[src/rtl/serial_adder.sv]
// rtl/serial_adder.sv - bit-serial WIDTH-bit adder/subtractor built on one FA2 full-adder cell

module fa2 (
    input  logic a,
    input  logic b,
    input  logic c,
    output logic s,
    output logic c_out
);
    assign s     = a ^ b ^ c;
    assign c_out = (a & b) | (a & c) | (b & c);
endmodule

module serial_adder #(
    parameter int WIDTH = 8
) (
    input  logic             clk,
    input  logic             rst,
    input  logic             in_valid,
    output logic             in_ready,
    input  logic [WIDTH-1:0] a,
    input  logic [WIDTH-1:0] b,
    input  logic             c_in,
    input  logic             sub,
    output logic             out_valid,
    input  logic             out_ready,
    output logic [WIDTH-1:0] sum,
    output logic             c_out,
    output logic             ovf
);
    localparam int CW = $clog2(WIDTH) + 1;
    localparam logic [CW-1:0] LAST = CW'(WIDTH - 1);

    typedef enum logic [1:0] {
        IDLE = 2'd0,
        RUN  = 2'd1,
        DONE = 2'd2
    } state_t;

    state_t          state;
    state_t          state_next;
    logic [WIDTH-1:0] a_sr;
    logic [WIDTH-1:0] b_sr;
    logic [WIDTH-1:0] res;
    logic [CW-1:0]    cnt;
    logic             carry;
    logic             ovf_r;
    logic             fa_s;
    logic             fa_co;

    fa2 u_fa2 (
        .a     (a_sr[0]),
        .b     (b_sr[0]),
        .c     (carry),
        .s     (fa_s),
        .c_out (fa_co)
    );

    always_ff @(posedge clk or posedge rst) begin
        if (rst) begin
            state <= IDLE;
        end else begin
            state <= state_next;
        end
    end

    always_comb begin
        state_next = state;
        case (state)
            IDLE:    if (in_valid) state_next = RUN;
            RUN:     if (cnt == LAST) state_next = DONE;
            DONE:    if (out_ready) state_next = IDLE;
            default: state_next = IDLE;
        endcase
    end

    always_comb begin
        in_ready  = 1'b0;
        out_valid = 1'b0;
        case (state)
            IDLE:    in_ready = 1'b1;
            DONE:    out_valid = 1'b1;
            default: ;
        endcase
    end

    // Subtraction is a + ~b + 1: invert B at load and force the initial carry.
    always_ff @(posedge clk or posedge rst) begin
        if (rst) begin
            a_sr  <= '0;
            b_sr  <= '0;
            res   <= '0;
            cnt   <= '0;
            carry <= 1'b0;
            ovf_r <= 1'b0;
        end else if (state == IDLE && in_valid) begin
            a_sr  <= a;
            b_sr  <= sub ? ~b : b;
            res   <= '0;
            cnt   <= '0;
            carry <= sub ? 1'b1 : c_in;
            ovf_r <= 1'b0;
        end else if (state == RUN) begin
            a_sr  <= {1'b0, a_sr[WIDTH-1:1]};
            b_sr  <= {1'b0, b_sr[WIDTH-1:1]};
            res   <= {fa_s, res[WIDTH-1:1]};
            cnt   <= cnt + CW'(1);
            carry <= fa_co;
            // On the MSB step the carry register holds the carry into the MSB.
            if (cnt == LAST) begin
                ovf_r <= carry ^ fa_co;
            end
        end
    end

    assign sum   = res;
    assign c_out = carry;
    assign ovf   = ovf_r;

endmodule

[config.mk]
export PLATFORM = sky130hd
export DESIGN_NAME = serial_adder
export DESIGN_NICKNAME = d
export VERILOG_FILES = /design/src/rtl/serial_adder.sv
export SDC_FILE = /design/constraint.sdc
export NUM_CORES = 1
export LEC_CHECK = 0
export ABC_CLOCK_PERIOD_IN_PS = 3850
export CAP_MARGIN = 10
export CORE_ASPECT_RATIO = 0.5
export CORE_UTILIZATION = 56
export CTS_BUF_LIST = sky130_fd_sc_hd__clkbuf_4 sky130_fd_sc_hd__clkbuf_8
export CTS_CLUSTER_SIZE = 16
export DETAILED_ROUTE_END_ITERATION = 8
export PLACE_DENSITY = 0.85
export SYNTH_ARGS = -nofsm -noshare
export SYNTH_HDL_FRONTEND = slang
export SYNTH_SLANG_ARGS = --single-unit
export TNS_END_PERCENT = 30
[constraint.sdc]
create_clock -name clk -period 3.85 [get_ports clk]
set_input_delay 0.77 -clock clk [delete_from_list [all_inputs] [get_ports clk]]
set_output_delay 0.77 -clock clk [all_outputs]
set_load 0.03 [all_outputs]
==> Word-level counts from Yosys, hierarchy flattened <==
Index checks and enable logic that the tools add are counted.
{ "classes": {"n_addsub": 1, "eq_ne": 6, "muxes": 21, "bitwise_logic": 9, "n_reduce_logical": 6} }
{ "ops": {"columns": ["cell", "n"], "rows": [
  ["8-bit 2-to-1 mux", 7],
  ["1-bit 2-to-1 mux", 8],
  ["4-bit 2-to-1 mux", 2],
  ["8-bit NOT", 1],
  ["2-bit 2-to-1 mux", 3],
  ["2-bit one-hot mux with 3 select lines", 1],
  ["4-bit by 1-bit adder with 4-bit output (second input constant)", 1],
  ["4-bit by 3-bit equality test with 1-bit output (second input constant)", 1],
  ["2-bit inequality test (second input constant)", 2],
  ["2-bit nonzero test", 2],
  ["1-bit AND", 3],
  ["3-bit AND reduction", 1],
  ["1-bit bitwise XOR", 3],
  ["2-bit by 1-bit equality test with 1-bit output (second input constant)", 1],
  ["2-bit equality test (second input constant)", 1],
  ["2-bit logical NOT", 1],
  ["2-bit by 1-bit inequality test with 1-bit output (second input constant)", 1],
  ["1-bit bitwise OR", 2],
  ["2-bit AND reduction", 1],
  ["1-bit logical AND", 1]
]} }
{ "totals": {"ff_bits": 32, "inputBits": 22, "out_inout_bits": 12, "elab_cells": 50} }

==> Longest topological paths before layout <==
Gate-level depths: netlist of run 1.
{ "logic_depth": {"word_depth": 7, "ltp_mapped": 5, "mapped_depth_nobuf": 5} }

==> Hierarchy <==
A second synthesis of run 1 with hierarchy kept.
{ "hier_totals": {"cells_unflattened": 172, "area_unflattened_um2": 1702.9} }
{ "by_module_without_submodules": {"columns": ["module", "n_inst", "cells_each", "area_each_um2", "seq_area_each_um2"], "rows": [
  ["serial_adder", 1, 171, 1682.9, 800.8],
  ["fa2", 1, 1, 20.0, 0.0]
]} }

==> Worst setup path after synthesis of run 1 <==
OpenSTA, ideal clock, no wires.
{ "synth_path": {"path_kind": "reg2out", "from": "reg state[1]", "to": "out in_ready", "t_arrival_ns": 1.031, "required_time_ns": 3.080, "setup_slack_ns": 2.049, "stages_incl_launch_ff": 3, "n_path_buf": 1, "path_cell_list": "dfrtp_1 -> clkbuf_1 -> nor2_1"} }
{ "synth_via": {"elab_chain_len": 2} }
{ "synth_rtl": {"columns": ["element", "line_no", "text"], "rows": [
  ["from (decl)", "40", "state_t state;"],
  ["from (signal assigned)", "63", "state <= state_next;"],
  ["2-bit logical NOT", "80", "case (state)"],
  ["1-bit 2-to-1 mux", "80", null],
  ["to (decl)", "20", "output logic in_ready,"]
]} }
No other way between the ends.

==> Worst setup path in the final report of run 1 <==
{ "layout_path": {"from": "reg state[1]", "to": "out out_valid"} }
{ "layout_via": {"elab_chain_len": 2} }
{ "layout_rtl": {"columns": ["element", "line_no", "text"], "rows": [
  ["2-bit equality test", "80", null],
  ["1-bit 2-to-1 mux", "80", null],
  ["to (decl)", "25", "output logic out_valid,"]
]} }
No other way between the ends.

==> results.cfg, run 1 <==
[outcome]
status = finished, final reports clean

[floorplanning]
fp.coreArea_um2 = 2670
rows = 13
die_y_um = 40.0
dieArea_um2 = 3120
pin_count = 34
start_util_pct = 60.7
die_w_um = 78.0

[grt]
grt_pass1_vias = 1142
antenna_found_initial = 0
grt.overflow.total = 0
gr-usage-all-layers_pct = 23.6
grt_first_pass_wirelength_um = 5210
grt_max_degree = 33

[finish]
diodes = 0
nNetsFinal = 228
fin_area_um2 = 2030
drive_above_1_share_pct = 6.34
final_cells = 242
ff_latch_area_um2 = 801
multi_input_area_um2 = 722
area_growth_pct = 25.4
utilization_pct = 76.1
final.fill_count = 194

[critical_path]
r2r_cells = 4
worst-r2r-setup-slack_ns = 1.86
startpoint = state[1]
path_max_fanout = 17
critPathRequiredTime_ns = 3.08
end_kind = output port
crit_family = buffers and inverters
slowest_stage = clkdlybuf4s50_1
worstSetupEndpoint = out_valid
reg2reg_to = cnt[3]
path_cells = and2b_1 > clkdlybuf4s50_1
worstPathArrival_ns = 1.82
crit_type = register to output port
path_buf_inv = 1
cpPeakStageDelay_ns = 0.68
rr_startpoint = state[0]
start_kind = register
path_depth = 2

[sta]
fmax_ghz = 0.387
fin_crit_ns = 2.59
setup_viol = 0
slew_viol_final = 0
hold_viol_final = 0
slew_headroom_pct = 40.6
whs_ns = 0.482
tns_ns = 0
post-route-period-util_pct = 67.2
grt_setup_unrepaired = no
tightest_slew_ns = 0.891
finalWorstSetupSlack_ns = 1.26
finClkSkew_ns = 0.00635

[yosys]
synth_edf_count = 0
yosys_register_bits = 32
synth_cell_types = 33
ys_async_sr_fraction_pct = 100
synth_area_per_cell_um2 = 9.25
syn_area_um2 = 1620
synth_nets = 199
ys_seq_area_share_pct = 49.5
netlist_instances = 175
ys_warn_count = 0
synth_flop_cell = dfrtp_1

[pwr]
p_leak_nw = 0.919
p_sw_mw = 0.641
p_total_mw = 1.58
internal-power_mw = 0.935
power_density_nw_per_um2 = 776
clkPwrFrac_pct = 17.5
p_sw_share_pct = 40.7
irDropWorstVdd_mv = 0.376
power_frac_comb_pct = 43.5
pwr-share-seq_pct = 39.0

[place]
place_area_um2 = 1930
place_congestion = 0.764
pre_cts_ws_ns = 1.14
dp_cells = 234
dp_hpwl_um = 2080
placement.io_buffers = 33

[route]
post_drt_wl_per_cell_um = 13.1
ant_nets = 0
routed_wl_um = 3160
drtPass1Iterations = 4
drt_iter0_drc = 69
drc_errors = 0
vias = 1278
viasPerCell = 5.28

[run]
maxCapViolations = 0

[cts]
cts_buffer_depth = 2
clk_pin_slew_worst_paths_ns = 0.07
numCtsBuffers = 5
cts_sinks = 32
cts_resized = 0
cts_tree = yes
post_cts_buffers = 0
clock_latency_ns = 0.28
htreeDepth = 2
cts_hold_buf = 0
clockRootBuffer = clkbuf_8

[min_path]
min_path_type = register to register
==> area by class of cell <==
type                            count  area share, %
Clock buffer                        7           4.44
Clock inverter                      1          0.370
Inverter                            5          0.924
Multi-Input combinational cell    125           35.6
Sequential cell                    32           39.4
Tap cell                           37           2.28
Timing Repair Buffer               35           17.0
==> cell usage after synthesis (3+ instances only) <==
library cell / n / share of area, %
a21oi_1: 7 / 2.2
a22oi_1: 7 / 3.2
a31oi_1: 7 / 2.7
buf_2: 5 / 1.5
buf_6: 3 / 2.1
clkbuf_1: 5 / 1.2
dfrtp_1: 32 / 49
inv_1: 5 / 1.2
nand2_1: 37 / 8.6
nand3_1: 10 / 3.1
nor2_1: 10 / 2.3
nor2b_1: 7 / 2.7
o21ai_0: 8 / 2.5
xor2_1: 7 / 3.8
==> routing by layer <==
layer / up-vias / global-route usage [%] / routed length, um
met3: 2 / 9.55 / 160
met2: 34 / 39.9 / 1450
met4: 0 / 5.56 / 14
met1: 597 / 29.5 / 1530
li1: 645 / - / -
met5: - / 0 / 0
==> power groups by stage <==
stage,combinational (mW),clock (mW),sequential [mW]
5_1_grt,0.764,0.300,0.634
2_1_floorplan,0.435,0,0.668
4_1_cts,0.692,0.282,0.611
3_3_place_gp,0.668,0,0.613
3_5_place_dp,0.689,0,0.613
6_report,0.686,0.275,0.614
==> cells in the final DEF, fill, tap and decap left out, types with 5 or more instances in the layout <==
cell	n
dfrtp_1	32
a31oi_1	7
clkbuf_8	6
xor2_1	7
a21oi_1	7
inv_1	5
a22oi_1	7
nand3_1	10
nand2_1	37
nor2b_1	7
nor2_1	10
o21ai_0	8
clkdlybuf4s50_1	33
==> cell families after synthesis <==
logic type	share of synthesized area [%]
and+or+nand+nor	21.7
DFF	49.5
buffers and inverters	5.95
adders and majority gates	2.01
muxes	1.24
xor gates and xnor gates	4.87
AOI/OAI and AO/OA	14.8
==> worst min-delay path by stage <==
stage / from / end / cells past startpoint
3_5_place_dp: cnt[3] / cnt[3] / 1
2_1_floorplan: cnt[3] / cnt[3] / 1
4_1_cts: cnt[3] / cnt[3] / 1
5_1_grt: sum[3] / sum[2] / 2
3_3_place_gp: cnt[3] / cnt[3] / 1
6_report: cnt[3] / cnt[3] / 1
==> state kept, by name, summed over array words and instances (netlist names) <==
signal / flops
sum: 8
b_sr: 8
cnt: 4
a_sr: 8
ovf: 1
state: 2
c_out: 1
Note: power is estimated with default switching activity, not from simulation.
==> run 2: changes to the inputs <==
--- a/config.mk
+++ b/config.mk
@@ -5,14 +5,14 @@
 export SDC_FILE = /design/constraint.sdc
 export NUM_CORES = 1
 export LEC_CHECK = 0
-export ABC_CLOCK_PERIOD_IN_PS = 3850
+export ABC_CLOCK_PERIOD_IN_PS = 2200
 export CAP_MARGIN = 10
 export CORE_ASPECT_RATIO = 0.5
-export CORE_UTILIZATION = 56
+export CORE_UTILIZATION = 47
 export CTS_BUF_LIST = sky130_fd_sc_hd__clkbuf_4 sky130_fd_sc_hd__clkbuf_8
 export CTS_CLUSTER_SIZE = 16
 export DETAILED_ROUTE_END_ITERATION = 8
-export PLACE_DENSITY = 0.85
+export PLACE_DENSITY = 0.75
 export SYNTH_ARGS = -nofsm -noshare
 export SYNTH_HDL_FRONTEND = slang
 export SYNTH_SLANG_ARGS = --single-unit
==> constraint.sdc (replaced) <==
create_clock -name clk -period 2.2 [get_ports clk]
set_input_delay 0.44 -clock clk [delete_from_list [all_inputs] [get_ports clk]]
set_output_delay 0.44 -clock clk [all_outputs]
set_load 0.03 [all_outputs]
==> results.cfg, run 2 (synthesized netlist as in run 1, its figures left out) <==
[critical_path]
critPathRequiredTime_ns = 1.76
worstPathArrival_ns = 1.66
path_cells = and2b_1 > clkdlybuf4s50_1
path_max_fanout = 9
end_kind = output port
start_kind = register
cpPeakStageDelay_ns = 0.67
crit_type = register to output port
slowest_stage = clkdlybuf4s50_1

[cts]
clockRootBuffer = clkbuf_8
cts_resized = 0
cts_sinks = 32
cts_tree = yes
clk_pin_slew_worst_paths_ns = 0.07
clock_latency_ns = 0.28
numCtsBuffers = 5
post_cts_buffers = 0
cts_buffer_depth = 2
htreeDepth = 2
cts_hold_buf = 0

[finish]
drive_above_1_share_pct = 9.43
diodes = 0
fin_area_um2 = 2100
area_growth_pct = 29.8
layout_commonest_cell = nand2_1
nNetsFinal = 235
final_cell_mix = nand2_1, clkdlybuf4s50_1, dfrtp_1

[route]
wl_met2_um = 1500
dr.max_layer_used = met4
met3WireLength_um = 152
post_drt_wl_per_cell_um = 13.5
viasPerCell = 5.25
drt_iter0_drc = 104
wl_met1_um = 1710
vias = 1324
ant_nets = 0
routed_wl_um = 3410
drc_errors = 0
drtPass1Iterations = 5

[run]
maxCapViolations = 0

[grt]
gr-usage-all-layers_pct = 19.9
grt_pass1_vias = 1178
grt_first_pass_wirelength_um = 5460
grt_max_degree = 33
antenna_found_initial = 0
grt.overflow.total = 0

[floorplanning]
pin_count = 34
dieArea_um2 = 3700
die_y_um = 43.5
rows = 14
start_util_pct = 51.6
die_w_um = 85.0
fp.coreArea_um2 = 3140

[outcome]
status = finished, final reports clean

[sta]
finClkSkew_ns = 0.00698
hold_viol_final = 0
slew_headroom_pct = 65.6
grt_setup_unrepaired = no
tightest_slew_ns = 0.514
tns_ns = 0
fin_crit_ns = 2.10
setup_viol = 0
fmax_ghz = 0.476
post-route-period-util_pct = 95.5
slew_viol_final = 0

[min_path]
min_path_type = register to register

[place]
dp_hpwl_um = 2270
placement.io_buffers = 33
place_congestion = 0.789
place_area_um2 = 1990

[pwr]
p_leak_nw = 0.963
irDropWorstVdd_mv = 0.744
power_density_nw_per_um2 = 1390
==> run 2: cell types whose count changed in the layout (fill, tap and decap cells not counted) <==
| cell | change |
|---|---|
| clkinv_2 | +1 |
| bufinv_16 | +1 |
| buf_4 | +7 |
| clkbuf_8 | -1 |
| clkinvlp_4 | -1 |
==> run 2: path summary, 6_finish.rpt <==
check,from,endpoint,slack [ns],cells past startpoint
hold / removal,cnt[3],cnt[3],0.48,1
max in group asynchronous,rst,state[0],1.36,3
min in group asynchronous,rst,b_sr[3],0.54,3
hold reg to reg,cnt[3],cnt[3],0.48,1
setup / recovery,state[0],out_valid,0.1,2
setup reg to reg,state[0],b_sr[5],0.60,5
==> run 2: layer usage <==
metal,vias up,track usage (%)
li1,660,-
met1,626,26.6
met2,31,31.1
met3,7,6.29
met4,0,7.12
met5,-,0
==> run 2: cell type report <==
| type | instances | area [um^2] |
|---|---|---|
| clock buffers | 6 | 76.3 |
| well taps | 40 | 50.0 |
| inverters | 5 | 18.8 |
| fillers | 247 | 1030 |
| repair buffers | 42 | 398 |
| clock inverters | 2 | 35.0 |
| flip-flops and latches | 32 | 801 |
| multi-input cells | 125 | 722 |
==> run 2: critical path, delay by kind of cell (launching register included) <==
family / cells / cell delay [ns]
DFF: 1 / 0.46
and+or+nand+nor: 1 / 0.25
buffers and inverters: 1 / 0.67
==> run 2: report_power, final <==
part / switching, mW / leakage, nW / internal (mW) / total (mW)
Clock: 0.221 / 0.0586 / 0.348 / 0.569
Sequential: 0.196 / 0.406 / 0.850 / 1.05
Combinational: 0.736 / 0.499 / 0.569 / 1.30
==> run 2: per-stage QoR <==
stage | setup slack (ns) | cells | total power [mW] | util, % | hold slack, ns
after CTS | 0.0935 | 252 | 2.93 | 67.0 | 0.487
after floorplan | 0.663 | 175 | 1.93 | - | 0.437
after detailed placement | 0.396 | 244 | 2.35 | 63.4 | 0.473
final | 0.0988 | 252 | 2.92 | 67.0 | 0.483
after global routing | 0.0684 | 252 | 3.11 | 67.0 | 0.505
after global placement | 0.413 | 244 | 2.32 | 63.4 | 0.461
